$ cat config.mk
export PLATFORM = sky130hd
export DESIGN_NAME = bram_read_arbiter
export DESIGN_NICKNAME = d
export VERILOG_FILES = /design/src/rtl/bram_read_arbiter.sv
export SDC_FILE = /design/constraint.sdc
export NUM_CORES = 1
export LEC_CHECK = 0
export ABC_AREA = 1
export BUFFER_PORTS_ARGS = -buffer_cell sky130_fd_sc_hd__buf_2
export CAP_MARGIN = 15
export CORE_AREA = 2 2 136 138
export CTS_CLUSTER_DIAMETER = 40
export CTS_CLUSTER_SIZE = 14
export DETAILED_ROUTE_END_ITERATION = 7
export DIE_AREA = 0 0 138 140
export PLACE_DENSITY_LB_ADDON = 0.25
export RECOVER_POWER = 25
export SLEW_MARGIN = 5
export SYNTH_ARGS = -nofsm -noshare
export SYNTH_HDL_FRONTEND = slang
export SYNTH_SLANG_ARGS = --single-unit
$ cat constraint.sdc
create_clock -name clk -period 2.62 [get_ports clk]
set_input_delay 0.131 -clock clk [delete_from_list [all_inputs] [get_ports clk]]
set_output_delay 0.131 -clock clk [all_outputs]
set_load 0.01 [all_outputs]
$ cat src/rtl/bram_read_arbiter.sv
// bram_read_arbiter
//
// Shares the single read port of the instruction BRAM between N_REQ fetch
// units using round-robin arbitration and steers each read response back to
// the requester that issued it. Also owns the BRAM write port: a loader
// programs the memory while reads are fenced off by a RUN/DRAIN/LOAD
// controller. Reset lands in LOAD because the memory is unprogrammed.
//
// Optional feature macro: BRAM_ARB_RSP_REG_EN
//   defined   : rsp_valid/rsp_data registered one extra stage (latency 2)
//   undefined : rsp_data = bram_r_data directly, latency 1
//
// Ports
//   clk, rst                        clock, asynchronous active-low reset
//   req_valid/req_addr/req_ready    per-requester read request, one-hot grant
//   rsp_valid/rsp_data              one-hot response strobe and word
//   ld_start/ld_done                enter / leave load mode (pulses)
//   ld_valid/ld_ready/ld_addr/ld_data  loader write handshake
//   loading                         high in DRAIN or LOAD
//   bram_r_*                        BRAM read port (1-cycle registered read)
//   bram_w_*                        BRAM write port
module bram_read_arbiter #(
    parameter int N_REQ      = 4,
    parameter int WIDTH      = 64,
    parameter int ADDR_WIDTH = 10
) (
    input  logic                        clk,
    input  logic                        rst,
    input  logic [N_REQ-1:0]            req_valid,
    input  logic [N_REQ*ADDR_WIDTH-1:0] req_addr,
    output logic [N_REQ-1:0]            req_ready,
    output logic [N_REQ-1:0]            rsp_valid,
    output logic [WIDTH-1:0]            rsp_data,
    input  logic                        ld_start,
    input  logic                        ld_done,
    input  logic                        ld_valid,
    output logic                        ld_ready,
    input  logic [ADDR_WIDTH-1:0]       ld_addr,
    input  logic [WIDTH-1:0]            ld_data,
    output logic                        loading,
    output logic                        bram_r_valid,
    output logic [ADDR_WIDTH-1:0]       bram_r_addr,
    input  logic [WIDTH-1:0]            bram_r_data,
    output logic                        bram_w_valid,
    output logic [ADDR_WIDTH-1:0]       bram_w_addr,
    output logic [WIDTH-1:0]            bram_w_data
);

    localparam int RR_W = $clog2(N_REQ);
    localparam logic [RR_W-1:0] RR_LAST = RR_W'(N_REQ - 1);

    typedef enum logic [1:0] {
        ST_RUN   = 2'd0,
        ST_DRAIN = 2'd1,
        ST_LOAD  = 2'd2
    } state_t;

    state_t             state_q, state_d;
    logic [RR_W-1:0]    rr_q, rr_d;
    logic [N_REQ-1:0]   tag_p0_q, tag_p0_d;
    logic [N_REQ-1:0]   grant;
    logic [RR_W-1:0]    gidx;
    logic [RR_W-1:0]    idx;
    logic               found;
    logic               pipe_empty;

    // Round-robin search starting at rr_q; the first valid requester wins.
    // A cycle carrying ld_start grants nothing so DRAIN starts from a
    // known set of in-flight reads.
    always_comb begin
        grant = '0;
        gidx  = '0;
        idx   = '0;
        found = 1'b0;
        if (state_q == ST_RUN && !ld_start) begin
            for (int k = 0; k < N_REQ; k++) begin
                idx = RR_W'((int'(rr_q) + k) % N_REQ);
                if (!found && req_valid[idx]) begin
                    found = 1'b1;
                    gidx  = idx;
                end
            end
        end
        if (found) begin
            grant[gidx] = 1'b1;
        end
    end

    always_comb begin
        bram_r_addr = '0;
        for (int i = 0; i < N_REQ; i++) begin
            if (grant[i]) begin
                bram_r_addr = req_addr[i*ADDR_WIDTH +: ADDR_WIDTH];
            end
        end
    end

    assign req_ready    = grant;
    assign bram_r_valid = found;
    assign ld_ready     = (state_q == ST_LOAD);
    assign loading      = (state_q != ST_RUN);
    assign bram_w_valid = ld_ready & ld_valid;
    assign bram_w_addr  = ld_addr;
    assign bram_w_data  = ld_data;

    always_comb begin
        state_d  = state_q;
        rr_d     = rr_q;
        tag_p0_d = grant;
        if (found) begin
            rr_d = (gidx == RR_LAST) ? '0 : gidx + RR_W'(1);
        end
        case (state_q)
            ST_RUN:   if (ld_start)   state_d = ST_DRAIN;
            // No grants are issued here, so the current tag registers hold
            // every outstanding read.
            ST_DRAIN: if (pipe_empty) state_d = ST_LOAD;
            ST_LOAD:  if (ld_done)    state_d = ST_RUN;
            default:                  state_d = ST_LOAD;
        endcase
    end

    // Stage 0: grant captured alongside the BRAM read issue
    always_ff @(posedge clk or negedge rst) begin
        if (!rst) begin
            state_q  <= ST_LOAD;
            rr_q     <= '0;
            tag_p0_q <= '0;
        end else begin
            state_q  <= state_d;
            rr_q     <= rr_d;
            tag_p0_q <= tag_p0_d;
        end
    end

`ifdef BRAM_ARB_RSP_REG_EN
    logic [N_REQ-1:0] tag_p1_q, tag_p1_d;
    logic [WIDTH-1:0] rsp_data_q, rsp_data_d;

    always_comb begin
        tag_p1_d   = tag_p0_q;
        rsp_data_d = (|tag_p0_q) ? bram_r_data : rsp_data_q;
    end

    // Stage 1: BRAM word and its tag re-registered before leaving the block
    always_ff @(posedge clk or negedge rst) begin
        if (!rst) begin
            tag_p1_q   <= '0;
            rsp_data_q <= '0;
        end else begin
            tag_p1_q   <= tag_p1_d;
            rsp_data_q <= rsp_data_d;
        end
    end

    assign pipe_empty = ~(|tag_p0_q) & ~(|tag_p1_q);
    assign rsp_valid  = tag_p1_q;
    assign rsp_data   = rsp_data_q;
`else
    assign pipe_empty = ~(|tag_p0_q);
    assign rsp_valid  = tag_p0_q;
    assign rsp_data   = bram_r_data;
`endif

endmodule

Word-level counts from Yosys, hierarchy flattened
Cells that the tools add are included.
{"block": "classes", "add_sub_neg": 4, "mul": 0, "div": 0, "n_lt_le_gt_ge": 6, "n_eq_ne": 6, "n_shift": 0, "muxes": 33, "bitwise_logic": 1, "reduce_logical": 13}
{"operator": "two-way mux 10 bit", "n": 4}
{"operator": "two-way mux 2 bit", "n": 9}
{"operator": "less-than comparator 2 x 3 -> 1 bit (second input constant)", "n": 5}
{"operator": "two-way mux 1 bit", "n": 13}
{"operator": "binary-select mux 1 bit (select 2 bit)", "n": 4}
{"operator": "inequality test 2 bit (second input constant)", "n": 3}
{"operator": "one-hot mux 2 bit (3 select lines)", "n": 1}
{"operator": "logical AND 1 bit", "n": 5}
{"operator": "adder 2 x 1 -> 2 bit (second input constant)", "n": 2}
{"operator": "adder 2 bit (second input constant)", "n": 2}
{"operator": "== test 2 bit (second input constant)", "n": 2}
{"operator": "zero test 1 bit", "n": 4}
{"operator": "two-way mux 4 bit", "n": 1}
{"operator": "OR reduction 4 bit", "n": 1}
{"operator": "AND reduction 3 bit", "n": 1}
{"operator": "demux 1 bit (select 2 bit)", "n": 1}
{"operator": "== test 2 x 1 -> 1 bit (second input constant)", "n": 1}
{"operator": "greater-or-equal comparator 2 x 1 -> 1 bit (second input constant)", "n": 1}
{"operator": "zero test 2 bit", "n": 1}
{"operator": "nonzero test 2 bit", "n": 1}
{"operator": "AND 1 bit", "n": 1}
{"block": "totals", "regBits": 8, "latch_bits": 0, "mem_bits_rw": 0, "rom_bits": 0, "inputBits": 187, "out_inout_bits": 160, "wordCells": 66, "memories": 0}

Logic depth before layout (Yosys ltp)
{"block": "depth", "depth_word": 25, "mapped_depth": 19}

Worst setup path before layout
No wires, ideal clock.
{"block": "synth_path", "kind": "register -> output", "startpoint": "register rr_q[0]", "endpoint": "output port bram_r_addr[0]", "arrival_time_ns": 2.248, "path_slack_ns": 0.241, "stages_incl_launch_ff": 19, "n_path_buf": 2, "path_cell_list": "dfrtp_1 -> buf_6 -> inv_6 -> nand2_2 -> nand3_1 -> nand2_2 -> nor2_4 -> nand3_4 -> nand2_1 -> inv_1 -> nand2_1 -> inv_1 -> ha_1 -> clkbuf_1 -> nor2_1 -> nand4_1 -> nand3_1 -> nand2_1 -> nand2_1"}
{"block": "synth_via", "word_cells_on_any_way": 40, "classes_between": "add/sub (3); order compare (2); mux (28); reduce/logical (7)"}
{"item": "from (decl)", "line": "59", "rtl": "logic [RR_W-1:0] rr_q, rr_d;"}
{"item": "from (signal assigned)", "line": "131", "rtl": "rr_q <= rr_d;"}
{"item": "binary-select mux 1 bit (select 2 bit)", "line": "78", "rtl": "if (!found && req_valid[idx]) begin"}
{"item": "two-way mux 1 bit (not written as such)", "line": "78"}
{"item": "two-way mux 1 bit", "line": "78"}
{"item": "two-way mux 1 bit", "line": "75", "rtl": "if (state_q == ST_RUN && !ld_start) begin"}
{"item": "zero test 1 bit", "line": "78"}
{"item": "logical AND 1 bit", "line": "78"}
{"item": "two-way mux 1 bit", "line": "78"}
{"item": "two-way mux 1 bit", "line": "75"}
{"item": "(+4 left out)"}
{"item": "zero test 1 bit", "line": "78"}
{"item": "logical AND 1 bit", "line": "78"}
{"item": "two-way mux 1 bit (*)", "line": "78"}
{"item": "two-way mux 1 bit (*)", "line": "75"}
{"item": "net bram_r_valid", "line": "41", "rtl": "output logic bram_r_valid,"}
{"item": "two-way mux 4 bit (*)", "line": "84", "rtl": "if (found) begin"}
{"item": "two-way mux 10 bit (3 in series)", "line": "92", "rtl": "if (grant[i]) begin"}
{"item": "two-way mux 10 bit (*)", "line": "92"}
{"item": "to (decl)", "line": "42", "rtl": "output logic [ADDR_WIDTH-1:0] bram_r_addr,"}
Mark *: on every way through the listed nets, which the timed path passes. The rest lies on a longest branch. The select of a mux whose other input is x is not followed.

Worst setup path in the final report
{"block": "layout_path", "startpoint": "register rr_q[0]", "endpoint": "output port bram_r_addr[6]"}
{"block": "layout_via", "elab_chain_len": 25, "word_cells_on_any_way": 40, "classes_between": "add/sub (3); order compare (2); mux (28); reduce/logical (7)"}
{"item": "binary-select mux 1 bit (select 2 bit)", "line": "78"}
{"item": "two-way mux 1 bit (not written as such)", "line": "78"}
{"item": "two-way mux 1 bit", "line": "78"}
{"item": "two-way mux 1 bit", "line": "75"}
{"item": "zero test 1 bit", "line": "78"}
{"item": "logical AND 1 bit", "line": "78"}
{"item": "two-way mux 1 bit", "line": "78"}
{"item": "two-way mux 1 bit", "line": "75"}
{"item": "(+7 left out)"}
{"item": "two-way mux 2 bit", "line": "75"}
{"item": "less-than comparator 2 x 3 -> 1 bit (not written as such) or greater-or-equal comparator 2 x 1 -> 1 bit (tied branches)", "line": "85", "rtl": "grant[gidx] = 1'b1;"}
{"item": "logical AND 1 bit (not written as such)", "line": "85"}
{"item": "two-way mux 1 bit (not written as such)", "line": "85"}
{"item": "demux 1 bit (select 2 bit)", "line": "85"}
{"item": "two-way mux 4 bit (*)", "line": "84"}
{"item": "two-way mux 10 bit (3 in series)", "line": "92"}
{"item": "two-way mux 10 bit (*)", "line": "92"}
Mark *: on every way between the ends. The rest lies on a longest branch, timed or not. The select of a mux whose other input is x is not followed.

==> flow_summary.json <==
{
  "hp-class": "primary input to register",
  "setup_viol": 12,
  "finalCritPeriodShare": 1.056,
  "numPlacedInstances": 519,
  "initial_core_util": 0.1302,
  "critPathMaxFanout": 8,
  "syn_avg_cell_area_um2": 6.448,
  "p_per_area_nw_per_um2": 758.4,
  "postRouteAntennaNets": 0,
  "end_kind": "output port",
  "wl_per_cell_um": 12.91,
  "r2r_setup_slack_ns": 0.19,
  "port_buffers": 70,
  "grt_max_degree": 33,
  "reg2regPathDepth": 16,
  "cts_tree": "done",
  "row_count": 49,
  "multiInputGateArea_um2": 945.9,
  "synthCells": 359,
  "clk_latency_ns": 0.23,
  "vias_per_cell": 3.472,
  "hpwlAfterDp_um": 5274,
  "dr.pass1.iters": 4,
  "clkTransAtPathRegs_ns": 0.04,
  "tightestPinTransition_ns": 0.3925,
  "skew_ns": 0.007931,
  "via_count": 1875,
  "die_h_um": 140,
  "drc_errors": 0,
  "whs_endpoint": "state_q[1]",
  "grt-ovfl-total": 0,
  "synth_seq_area_share": 0.08703,
  "layout.nets": 503,
  "irDropWorstVdd_v": 0.0003449,
  "max-slew-margin-rel": 0.7383,
  "syn2layout_area_growth_pct": 2.919,
  "cts_max_path_buffers": 2,
  "worst_slack_ns": -0.1462,
  "drv_slew": 0,
  "synth.distinct_cells": 30,
  "ys_warn_count": 0,
  "stdcell_count": 540,
  "status": "complete, but fails checks",
  "crit_required_ns": 2.49,
  "drt_iter0_drc": 58,
  "die_width_um": 138,
  "p_leak_nw": 1.293,
  "violations": "negative setup slack",
  "antenna_found_initial": 0,
  "max_freq_mhz": 361.5,
  "cts_buffers": 3,
  "ioPinCount": 347,
  "die_area_um2": 19320,
  "reg2reg_from": "rr_q[0]",
  "diodes": 0,
  "grt_pass1_wl_um": 9901,
  "path_class": "register to output port",
  "fin_area_um2": 2382,
  "fin_hold_ws_ns": 0.06379,
  "min_from": "ld_done",
  "min_period_ns": 2.766,
  "track_usage": 0.06435,
  "gp_congestion": 0.7269,
  "power_mw": 1.807,
  "fp.coreArea_um2": 17780,
  "final.fill_count": 2072,
  "syn-cell-area_um2": 2315,
  "hold_violations": 0,
  "critPathArrivalTime_ns": 2.64,
  "register_area_um2": 203.9,
  "placed_area_um2": 1938,
  "rsz0062_at_grt": "yes",
  "final_layout_size_suffix_gt1_frac": 0.4759,
  "drt_wl_total_um": 6973,
  "clock-root-buffer": "clkbuf_16",
  "synth_seq_cells": 8,
  "regToRegEndpoint": "rsp_valid[3]",
  "maxCapViolCount": 0,
  "syn_nets": 550,
  "cts.sinks": 8,
  "critPathLaunchType": "register",
  "grt_pass1_vias": 1816,
  "whs_path_depth": 2,
  "h-tree-depth": 1
}
[state kept, by name (all words and copies together) (netlist names)]
signal	cells
rr_q	2
rsp_valid	4
state_q	2
[metal layers]
metal	up-vias	track usage	part of all wire
li1	883	-	-
met1	854	0.07694	0.41
met2	94	0.1029	0.47
met3	44	0.02120	0.077
met4	0	0.03383	0.036
met5	-	0	0
[cell type report]
class | count | area share
multi-input cells | 155 | 0.3971
repair buffers | 98 | 0.2799
well taps | 229 | 0.1203
flip-flops and latches | 8 | 0.08561
inverters | 45 | 0.08036
clock buffers | 4 | 0.03309
repair inverters | 1 | 0.003676
[power breakdown]
part / total (mW) / internal (mW) / switching (mW)
Combinational: 1.33 / 0.548 / 0.785
Clock: 0.260 / 0.202 / 0.0571
Sequential: 0.214 / 0.169 / 0.0451
Total: 1.81 / 0.919 / 0.887
[logic make-up (layout without fill, tap and decap cells)]
kind of cell | Yosys count | after routing | synth area share
AND/OR/NAND/NOR | 141 | 142 | 0.3011
buffers and inverters | 197 | 148 | 0.5659
adder cells (fa/ha/maj) | 4 | 4 | 0.02162
XOR/XNOR | 1 | 1 | 0.003784
AO/OA/AOI/OAI | 8 | 8 | 0.02054
flip-flops | 8 | 8 | 0.08703
[repair_timing]
| action | CTS | global route |
|---|---|---|
| cloned | 2 | 2 |
| hold endpoints to repair | 8 | 0 |
| pin swaps | 12 | 12 |
| gates resized for setup | 26 | 26 |
| hold buffers | 1 | 0 |
| buffers inserted | 5 | 7 |
| setup endpoints to repair | 14 | 14 |
[worst max-delay path, stage by stage, from the launching register on]
cell and delay, ns:
dfrtp_2 0.47, clkinv_4 0.11, nand2_2 0.05, nand3_1 0.11
nand2_2 0.10, nor2_4 0.14, nand2_1 0.07, nor2_1 0.09
nor2_1 0.06, nor2_2 0.14, inv_2 0.08, ha_4 0.19
buf_12 0.14, buf_12 0.12, nor2_1 0.09, nand4_1 0.10
nand3_1 0.10, nand2_1 0.05, nand2_1 0.05, buf_2 0.12
[through the flow]
step / utilization / setup WS (ns) / TNS [ns]
after global placement: 0.1090 / -0.004328 / -0.004328
after global routing: 0.1340 / -0.3338 / -3.672
final: 0.1340 / -0.1462 / -1.153
after detailed placement: 0.1090 / -0.02434 / -0.04015
after floorplan: - / 0.2411 / 0
after CTS: 0.1239 / -0.1681 / -1.595
[worst max path at each step]
stage                     startpoint              to  cells after the start
final                        rr_q[0]  bram_r_addr[6]                     19
after global routing         rr_q[0]  bram_r_addr[7]                     18
after CTS                    rr_q[0]  bram_r_addr[7]                     18
after detailed placement     rr_q[0]  bram_r_addr[2]                     14
after global placement       rr_q[0]  bram_r_addr[2]                     14
after floorplan              rr_q[0]  bram_r_addr[0]                     18
[cells in the mapped netlist]
cell	n	area [um^2]
nand2_2	9	56.30
o21ai_1	1	5.000
a21boi_0	1	7.510
buf_4	140	1051
nand3_4	2	35.03
nand4_1	30	187.7
nand3_1	13	65.06
buf_2	2	10.01
buf_1	1	3.750
o31ai_1	1	7.510
inv_2	2	7.510
o21ai_0	4	20.02
clkinv_1	10	37.54
nor4_1	1	6.260
dfstp_2	1	26.28
nor2_1	18	67.56
and2_4	1	8.760
o21a_1	1	7.510
nor2_2	1	6.260
and3_1	1	6.260
nor2_4	1	11.26
buf_6	5	56.30
clkbuf_1	4	15.01
xor2_1	1	8.760
dfrtp_1	7	175.2
nand3_2	1	10.01
ha_1	4	50.05
inv_1	32	120.1
nand2_1	63	236.5
inv_6	1	8.760
[placed cells by master (no fill, tap or decap), types with 3 or more instances in the layout]
master	instances
nand3_1	6
nor2_2	3
buf_2	67
nand3_2	7
clkbuf_16	3
nand4_1	30
ha_4	3
nand2_1	55
buf_12	4
buf_6	7
nand3_4	4
nand2_2	15
o21ai_0	4
inv_1	29
clkinv_1	10
nor2_1	15
dfrtp_1	5
buf_4	18
No activity file was read; power rests on OpenSTA's default activity.
